$ cat config.mk
export PLATFORM = sky130hd
export DESIGN_NAME = alu_share_arb_flat
export DESIGN_NICKNAME = d
export VERILOG_FILES = /design/src/rtl/alu_share_arb_if.sv /design/src/rtl/alu_share_arb.sv /design/src/flat_wrapper.sv
export SDC_FILE = /design/constraint.sdc
export NUM_CORES = 1
export LEC_CHECK = 0
export CORE_MARGIN = 1
export CORE_UTILIZATION = 35
export CTS_CLUSTER_SIZE = 12
export DETAILED_ROUTE_END_ITERATION = 12
export DONT_BUFFER_PORTS = 1
export GPL_TIMING_DRIVEN = 1
export SYNTH_ARGS = -nofsm -noshare
export SYNTH_HDL_FRONTEND = slang
export SYNTH_SLANG_ARGS = --single-unit
$ cat constraint.sdc
create_clock -name clk -period 4.9 [get_ports clk]
set_input_delay 1.225 -clock clk [delete_from_list [all_inputs] [get_ports clk]]
set_output_delay 1.225 -clock clk [all_outputs]
set_load 0.1 [all_outputs]
$ cat src/rtl/alu_share_arb_if.sv
// Request/response bundle between two requesters and alu_share_arb.
// Requester i uses slice [i*WIDTH +: WIDTH] of req_a/req_b and [i*OPW +: OPW] of req_op.
// Optional feature macro: ALU_OVF_EN adds rsp_ovf to the response channel.
interface alu_share_arb_if #(
   parameter int WIDTH = 32,
   parameter int OPW   = 3
);
   logic [1:0]         req_valid;
   logic [1:0]         req_ready;
   logic [2*WIDTH-1:0] req_a;
   logic [2*WIDTH-1:0] req_b;
   logic [2*OPW-1:0]   req_op;
   logic [1:0]         rsp_valid;
   logic [1:0]         rsp_ready;
   logic [WIDTH-1:0]   rsp_y;
   logic               rsp_zero;
`ifdef ALU_OVF_EN
   logic               rsp_ovf;
`endif

`ifdef ALU_OVF_EN
   modport master (
      output req_valid, req_a, req_b, req_op, rsp_ready,
      input  req_ready, rsp_valid, rsp_y, rsp_zero, rsp_ovf
   );
   modport slave (
      input  req_valid, req_a, req_b, req_op, rsp_ready,
      output req_ready, rsp_valid, rsp_y, rsp_zero, rsp_ovf
   );
`else
   modport master (
      output req_valid, req_a, req_b, req_op, rsp_ready,
      input  req_ready, rsp_valid, rsp_y, rsp_zero
   );
   modport slave (
      input  req_valid, req_a, req_b, req_op, rsp_ready,
      output req_ready, rsp_valid, rsp_y, rsp_zero
   );
`endif
endinterface

$ cat src/rtl/alu_share_arb.sv
// Round-robin sharing of one external combinational ALU between two requesters.
// One operation in flight: operands are registered toward the ALU, the result is
// captured one cycle later and returned to the owning requester with a zero flag.
// Optional feature macro: ALU_OVF_EN adds a signed-overflow flag to the response.
//
// state | meaning
// IDLE  | waiting for a request; req_ready granted combinationally
// EXEC  | alu_* stable, ALU result captured at the end of this cycle
// RESP  | response held until rsp_ready[owner]
module alu_share_arb #(
   parameter int WIDTH = 32,
   parameter int OPW   = 3
) (
   input  logic              clk,
   input  logic              rst,
   alu_share_arb_if.slave    bus,
   output logic [WIDTH-1:0]  alu_a,
   output logic [WIDTH-1:0]  alu_b,
   output logic [OPW-1:0]    alu_op,
   input  logic [WIDTH-1:0]  alu_y,
   output logic              busy
);

   typedef enum logic [1:0] {
      IDLE = 2'd0,
      EXEC = 2'd1,
      RESP = 2'd2
   } state_t;

   state_t           state_q, state_d;
   logic             prio_q, prio_d;
   logic             owner_q, owner_d;
   logic [WIDTH-1:0] alu_a_q, alu_a_d;
   logic [WIDTH-1:0] alu_b_q, alu_b_d;
   logic [OPW-1:0]   alu_op_q, alu_op_d;
   logic [1:0]       rsp_valid_q, rsp_valid_d;
   logic [WIDTH-1:0] rsp_y_q, rsp_y_d;
   logic             rsp_zero_q, rsp_zero_d;
   logic             busy_q, busy_d;
   logic [1:0]       grant;
   logic             sel;
`ifdef ALU_OVF_EN
   logic             rsp_ovf_q, rsp_ovf_d;
   logic             ovf_calc;
   logic             a_msb, b_msb, y_msb;
`endif

   // Grant the sole valid requester; on a tie the priority pointer decides.
   always_comb begin
      grant = 2'b00;
      if (state_q == IDLE) begin
         unique case (bus.req_valid)
            2'b01:   grant = 2'b01;
            2'b10:   grant = 2'b10;
            2'b11:   grant = prio_q ? 2'b10 : 2'b01;
            default: grant = 2'b00;
         endcase
      end
   end

   assign sel = grant[1];

`ifdef ALU_OVF_EN
   // Signed overflow of the add/sub. For slt the ALU returns the sum msb in bit 0.
   always_comb begin
      a_msb    = alu_a_q[WIDTH-1];
      b_msb    = alu_b_q[WIDTH-1];
      y_msb    = (alu_op_q[1:0] == 2'b11) ? alu_y[0] : alu_y[WIDTH-1];
      ovf_calc = 1'b0;
      unique case (alu_op_q[2:1])
         2'b01:   ovf_calc = (a_msb & b_msb & ~y_msb) | (~a_msb & ~b_msb & y_msb);
         2'b11:   ovf_calc = (~a_msb & b_msb & y_msb) | (a_msb & ~b_msb & ~y_msb);
         default: ovf_calc = 1'b0;
      endcase
   end
`endif

   // Next-state and next-output computation for the sequencing FSM.
   always_comb begin
      state_d     = state_q;
      prio_d      = prio_q;
      owner_d     = owner_q;
      alu_a_d     = alu_a_q;
      alu_b_d     = alu_b_q;
      alu_op_d    = alu_op_q;
      rsp_valid_d = rsp_valid_q;
      rsp_y_d     = rsp_y_q;
      rsp_zero_d  = rsp_zero_q;
      busy_d      = busy_q;
`ifdef ALU_OVF_EN
      rsp_ovf_d   = rsp_ovf_q;
`endif
      unique case (state_q)
         IDLE: begin
            if (grant != 2'b00) begin
               alu_a_d  = sel ? bus.req_a[2*WIDTH-1:WIDTH] : bus.req_a[WIDTH-1:0];
               alu_b_d  = sel ? bus.req_b[2*WIDTH-1:WIDTH] : bus.req_b[WIDTH-1:0];
               alu_op_d = sel ? bus.req_op[2*OPW-1:OPW]    : bus.req_op[OPW-1:0];
               owner_d  = sel;
               prio_d   = ~sel;
               state_d  = EXEC;
               busy_d   = 1'b1;
            end
         end
         EXEC: begin
            rsp_y_d     = alu_y;
            rsp_zero_d  = (alu_y == '0);
            rsp_valid_d = owner_q ? 2'b10 : 2'b01;
`ifdef ALU_OVF_EN
            rsp_ovf_d   = ovf_calc;
`endif
            state_d     = RESP;
         end
         RESP: begin
            if (bus.rsp_ready[owner_q]) begin
               rsp_valid_d = 2'b00;
               state_d     = IDLE;
               busy_d      = 1'b0;
            end
         end
         default: begin
            rsp_valid_d = 2'b00;
            state_d     = IDLE;
            busy_d      = 1'b0;
         end
      endcase
   end

   // Single state register for the FSM and all of its registered outputs.
   always_ff @(posedge clk or posedge rst) begin
      if (rst) begin
         state_q     <= IDLE;
         prio_q      <= 1'b0;
         owner_q     <= 1'b0;
         alu_a_q     <= '0;
         alu_b_q     <= '0;
         alu_op_q    <= '0;
         rsp_valid_q <= 2'b00;
         rsp_y_q     <= '0;
         rsp_zero_q  <= 1'b0;
         busy_q      <= 1'b0;
`ifdef ALU_OVF_EN
         rsp_ovf_q   <= 1'b0;
`endif
      end else begin
         state_q     <= state_d;
         prio_q      <= prio_d;
         owner_q     <= owner_d;
         alu_a_q     <= alu_a_d;
         alu_b_q     <= alu_b_d;
         alu_op_q    <= alu_op_d;
         rsp_valid_q <= rsp_valid_d;
         rsp_y_q     <= rsp_y_d;
         rsp_zero_q  <= rsp_zero_d;
         busy_q      <= busy_d;
`ifdef ALU_OVF_EN
         rsp_ovf_q   <= rsp_ovf_d;
`endif
      end
   end

   assign bus.req_ready = grant;
   assign bus.rsp_valid = rsp_valid_q;
   assign bus.rsp_y     = rsp_y_q;
   assign bus.rsp_zero  = rsp_zero_q;
`ifdef ALU_OVF_EN
   assign bus.rsp_ovf   = rsp_ovf_q;
`endif
   assign alu_a         = alu_a_q;
   assign alu_b         = alu_b_q;
   assign alu_op        = alu_op_q;
   assign busy          = busy_q;

endmodule
$ cat src/flat_wrapper.sv
// flat-port wrapper written by rule: the top's interface ports become plain ports
module alu_share_arb_flat 
#(
   parameter int WIDTH = 32,
   parameter int OPW   = 3
)
  (clk, rst, alu_a, alu_b, alu_op, alu_y, busy, bus_req_valid, bus_req_a, bus_req_b, bus_req_op, bus_rsp_ready, bus_req_ready, bus_rsp_valid, bus_rsp_y, bus_rsp_zero);
  alu_share_arb_if #(.WIDTH(WIDTH), .OPW(OPW)) bus_i ();
  input  logic clk;
  input  logic rst;
  output logic [WIDTH-1:0] alu_a;
  output logic [WIDTH-1:0] alu_b;
  output logic [OPW-1:0] alu_op;
  input  logic [WIDTH-1:0] alu_y;
  output logic busy;
  input wire logic [$bits(bus_i.req_valid)-1:0] bus_req_valid;
  input wire logic [$bits(bus_i.req_a)-1:0] bus_req_a;
  input wire logic [$bits(bus_i.req_b)-1:0] bus_req_b;
  input wire logic [$bits(bus_i.req_op)-1:0] bus_req_op;
  input wire logic [$bits(bus_i.rsp_ready)-1:0] bus_rsp_ready;
  output wire logic [$bits(bus_i.req_ready)-1:0] bus_req_ready;
  output wire logic [$bits(bus_i.rsp_valid)-1:0] bus_rsp_valid;
  output wire logic [$bits(bus_i.rsp_y)-1:0] bus_rsp_y;
  output wire logic [$bits(bus_i.rsp_zero)-1:0] bus_rsp_zero;
  assign bus_i.req_valid = bus_req_valid;
  assign bus_i.req_a = bus_req_a;
  assign bus_i.req_b = bus_req_b;
  assign bus_i.req_op = bus_req_op;
  assign bus_i.rsp_ready = bus_rsp_ready;
  assign bus_req_ready = bus_i.req_ready;
  assign bus_rsp_valid = bus_i.rsp_valid;
  assign bus_rsp_y = bus_i.rsp_y;
  assign bus_rsp_zero = bus_i.rsp_zero;
  alu_share_arb #(.WIDTH(WIDTH), .OPW(OPW)) u_core (.clk(clk), .rst(rst), .bus(bus_i), .alu_a(alu_a), .alu_b(alu_b), .alu_op(alu_op), .alu_y(alu_y), .busy(busy));
endmodule
Yosys cells after proc, flatten, opt, wreduce, memory -nomap -nowiden
Index checks and enable logic that the tools add are counted.
Storage, ports and cells
  RAM bits: 0
  word-level logic and storage cells: 44
  register bits: 107
  latch bits: 0
  memories kept: 0
  memory bits (read-only): 0
Operators by class
  shifts and indexed selects: 0
  bitwise operators: 3
  add/sub/neg operators: 0
  magnitude comparators: 1
  muxes and demuxes: 16
  multipliers: 0
  reductions and logical operators: 7
  div/mod/pow operators: 0
  equal/unequal tests: 7
Operators with widths (number)
  32-bit 2-to-1 mux: 2
  32-bit zero test: 1
  2-bit case mux with 3 select lines: 3
  2-bit 2-to-1 mux: 5
  2-bit equality test, second input constant: 3
  2-bit AND reduction: 3
  2-bit by 1-bit equality test with 1-bit output, second input constant: 2
  1-bit 2-to-1 mux: 4
  3-bit 2-to-1 mux: 1
  1-bit inverter: 3
  1-bit case mux with 3 select lines: 1
  3-bit AND reduction: 1
  2-bit zero test: 1
  1-bit by 2-bit less-than comparator with 1-bit output, second input constant: 1
  2-bit by 1-bit inequality test with 1-bit output, second input constant: 1
  2-bit inequality test, second input constant: 1
  2-bit nonzero test: 1

Longest topological paths before layout
  word-level depth: 6
  depth in mapped cells: 7
  gate-level depth less buffers: 4

Worst setup path after synthesis
No wires, ideal clock.
  kind: input to output
  from: input bus_req_valid[1]
  to: output bus_req_ready[1]
  arrival time: 3.099 ns
  path buffers: 2
  slack: 0.576 ns
  stages: 4
  data required time: 3.675 ns
  cell sequence: or3b_1 buf_6 buf_6 nor2_1
On the way
  cells in the longest elaborated chain, start to end: 3
  elaborated cells on any way between the ends: 5
  classes of those cells: eq/ne: 3; mux: 2
RTL lines
  start: declaration: line flat_wrapper.sv:16  | input wire logic [$bits(bus_i.req_valid)-1:0] bus_req_valid;
  2-bit equality test or 2-bit by 1-bit equality test with 1-bit output (tied branches): line alu_share_arb.sv:52  | unique case (bus.req_valid)
  2-bit case mux with 3 select lines *: line alu_share_arb.sv:52
  2-bit 2-to-1 mux *: line alu_share_arb.sv:51  | if (state_q == IDLE) begin
  end: declaration: line flat_wrapper.sv:21  | output wire logic [$bits(bus_i.req_ready)-1:0] bus_req_ready;
Mark *: on every way between the ends. The rest lies on a longest branch, timed or not.

Worst setup path in the final report
Same ends and word-level chain as after synthesis.

==> summary.md <==
| Metric | Value |
|---|---|
| Max-cap viol count | 0 |
| Min Hold Slack | ~0.57 ns |
| Via density | between 6 and 7 |
| Mapped Area | around 0.0047 sq mm |
| GRT Util Overall | 0.1759 |
| Final-report setup violation count | 0 |
| Crit path max-delay cell type | or3b_1 |
| DRC | 4 |
| P&R area growth vs syn | 6.533% |
| Antenna violations before repair | 1 |
| Post-synth EDFFs | 0 |
| Rows | between 40 and 50 |
| Worst Hold Class | reg2reg |
| Critical path capture point type | primary output |
| R2R cell count | 4 |
| Clock sink total | roughly 110 |
| Die ar. | ~0.014 sq mm |
| Synthesized instance count | 384 |
| Critical path launch point type | primary input |
| Syn_area_per_cell | 12.32 sq um |
| Gpl congestion | ~0.76 |
| Largest net degree at the start of global routing | a little under 80 |
| CTS tree | built |
| Pins Over Slew Limit | 0 |
| First-pass GRT wire length | around 19000 microns |
| DR vias | 3312 |
| H-Tree Depth | 3 |
| Share of post-route cells with drive strength above 1 | 0.1035 |
| Post-synth ARST share | 1.000 |
| Crit share post-route | 0.7285 |
| Initial drt markers | 235 |
| Finished Cell Area | roughly 0.0050 sq mm |
| Synth Warn # | 0 |
| Hold Path Stages | 1 |
| Clock Tree Buf Depth | 2 |
| Fillers | ~1300 |
| Commonest non-fill, non-tap cells in the layout | 107 x dfrtp_1, 51 x and3_1, 51 x a221o_1 |
| Clock transition at path regs | about 0.07 ns |
| Resized Gates After CTS | 0 |
| Die Height | 118.3 microns |
| Cell variety after synth | 37 |
| Root buf cell | clkbuf_16 |
| Synth Net Count | between 500 and 600 |
| Worst setup startpoint | bus_req_valid[1] |
| TritonCTS buffer count | 9 |
| Slew headroom | 0.2694 |
| Crit Path Class | in2out |
| DRT Pass-1 Iters | 8 |
| Port bufs | 0 |
| I/O pin count | around 280 |
| Dominant cell type by area after synthesis | dfrtp_1 |
| Die width | roughly 120 microns |
| Synth top area cells | dfrtp_1 57%, a221o_1 11%, and3_1 6.9%, mux2_1 6.2%, a31oi_1 2.1% |
| Max Clk Rate | ~280 MHz |
| Hold_sp | u_core.prio_q |
| Final hold viol count | 0 |
| Highest net fanout along the worst path | 19 |
| R2R Path Start | u_core.state_q[1] |
| Status | complete, but fails checks |
| # nets final | 534 |
| Worst EP arrival | ~2.3 ns |
| Grt total ovfl | 0 |
| Flop and latch count out of synthesis | between 100 and 150 |
| WL per Instance | roughly 22 microns |
| Sequential-to-total area share from yosys stat | 0.5660 |
| Core outline area | between 0.01 and 0.015 sq mm |
| RSZ-0062 raised after global routing | no |
| Failing checks | design-rule violations |
| Commonest non-fill, non-tap cell in the layout | dfrtp_1 |
| Antenna Violating Nets Remaining | 0 |
| Worst path required time | approximately 3.7 ns |
| Critical path cell sequence | or3b_1 > nor2_2 > buf_4 |
| Area post-placement | ~0.0047 sq mm |
| Max incr delay on CP | 0.63 ns |
| Synth Flop Type | dfrtp_1 |
| Worst-Skew Late Latency | about 0.35 ns |
| Slew @ Worst Pin | 1.096 ns |
| Top cell type's share of synthesized area | 0.5660 |
| Crit path time final | about 3.6 ns |
| Postcts setup bufs | 0 |
| Setup TNS | 0 ns |
| Initial cell density of the core | 0.3587 |
| Cts hold-fix bufs | 0 |
| Final Skew | between 0.008 and 0.009 ns |
| Detail Placement HPWL | roughly 8600 microns |
| Vias in the first global route | around 3400 |
| Wirelength, routed | around 12000 microns |
==> cell usage after synthesis (2+ instances only) <==
library cell / count
mux2_1: 26
clkbuf_1: 8
nand4_1: 2
a31oi_1: 16
nor4_1: 8
nand3_1: 18
o21ai_1: 15
mux2_2: 7
nand2_1: 3
a21oi_1: 17
mux2i_1: 2
buf_4: 6
a221o_1: 51
inv_1: 3
buf_2: 17
nand2b_1: 2
dfrtp_1: 107
and3_1: 52
o21ai_0: 2
buf_6: 5
==> worst max-delay path, delay by kind of cell <==
kind	cells	cell delay [ns]
and+or+nand+nor	2	0.80
buffers and inverters	1	0.30
==> per-stage QoR <==
stage	cells	util	worst slack, ns
3_3_place_gp	527	0.3601	1.351
4_1_cts	543	0.3819	1.332
2_1_floorplan	384	-	0.5757
6_report	544	0.3821	1.330
3_5_place_dp	527	0.3601	1.332
5_1_grt	544	0.3821	1.254
==> area by class of cell <==
class	instances	area, sq um	area share
clock buffers	10	239.0	0.04742
clock inverters	6	48.80	0.009682
repair buffers	6	45.04	0.008937
flip-flops and latches	107	2678	0.5313
inverters	4	17.52	0.003476
diodes	1	2.502	0.0004965
multi-input cells	234	1789	0.3550
well taps	176	220.2	0.04369
==> flip-flops by register name, summed over array words and instances (netlist names) <==
name and cells:
u_core.alu_a 32, u_core.bus.rsp_valid 2, u_core.prio_q 1, u_core.bus.rsp_zero 1, u_core.busy 1, u_core.owner_q 1
u_core.state_q 2, u_core.bus.rsp_y 32, u_core.alu_b 32, u_core.alu_op 3
==> path summary, 6_finish.rpt <==
kind	to	slack [ns]
worst max-delay path	bus_req_ready[1]	1.33
worst min-delay path	u_core.prio_q	0.57
worst max register to register	u_core.alu_b[30]	2.31
worst min register to register	u_core.prio_q	0.57
max in group asynchronous	u_core.alu_b[18]	2.95
min in group asynchronous	u_core.bus.rsp_y[18]	0.96
==> logic make-up after synthesis <==
group	synth area share
DFF	0.5660
buffers and inverters	0.05712
muxes	0.08278
AOI/OAI and AO/OA	0.1751
and+or+nand+nor	0.1190
==> per-layer routing <==
layer / share of wire / global-route usage / vias to the layer above / routed length [microns]
li1: - / - / 1444 / -
met1: 0.41 / 0.2175 / 1647 / 4976
met2: 0.47 / 0.2743 / 197 / 5787
met3: 0.092 / 0.05309 / 24 / 1124
met4: 0.028 / 0.09696 / 0 / 348
met5: 0 / 0 / - / 0
Power is left out: the tool's default activity adds up to more than one toggle a clock period on the data nets, which glitch-free logic cannot reach.
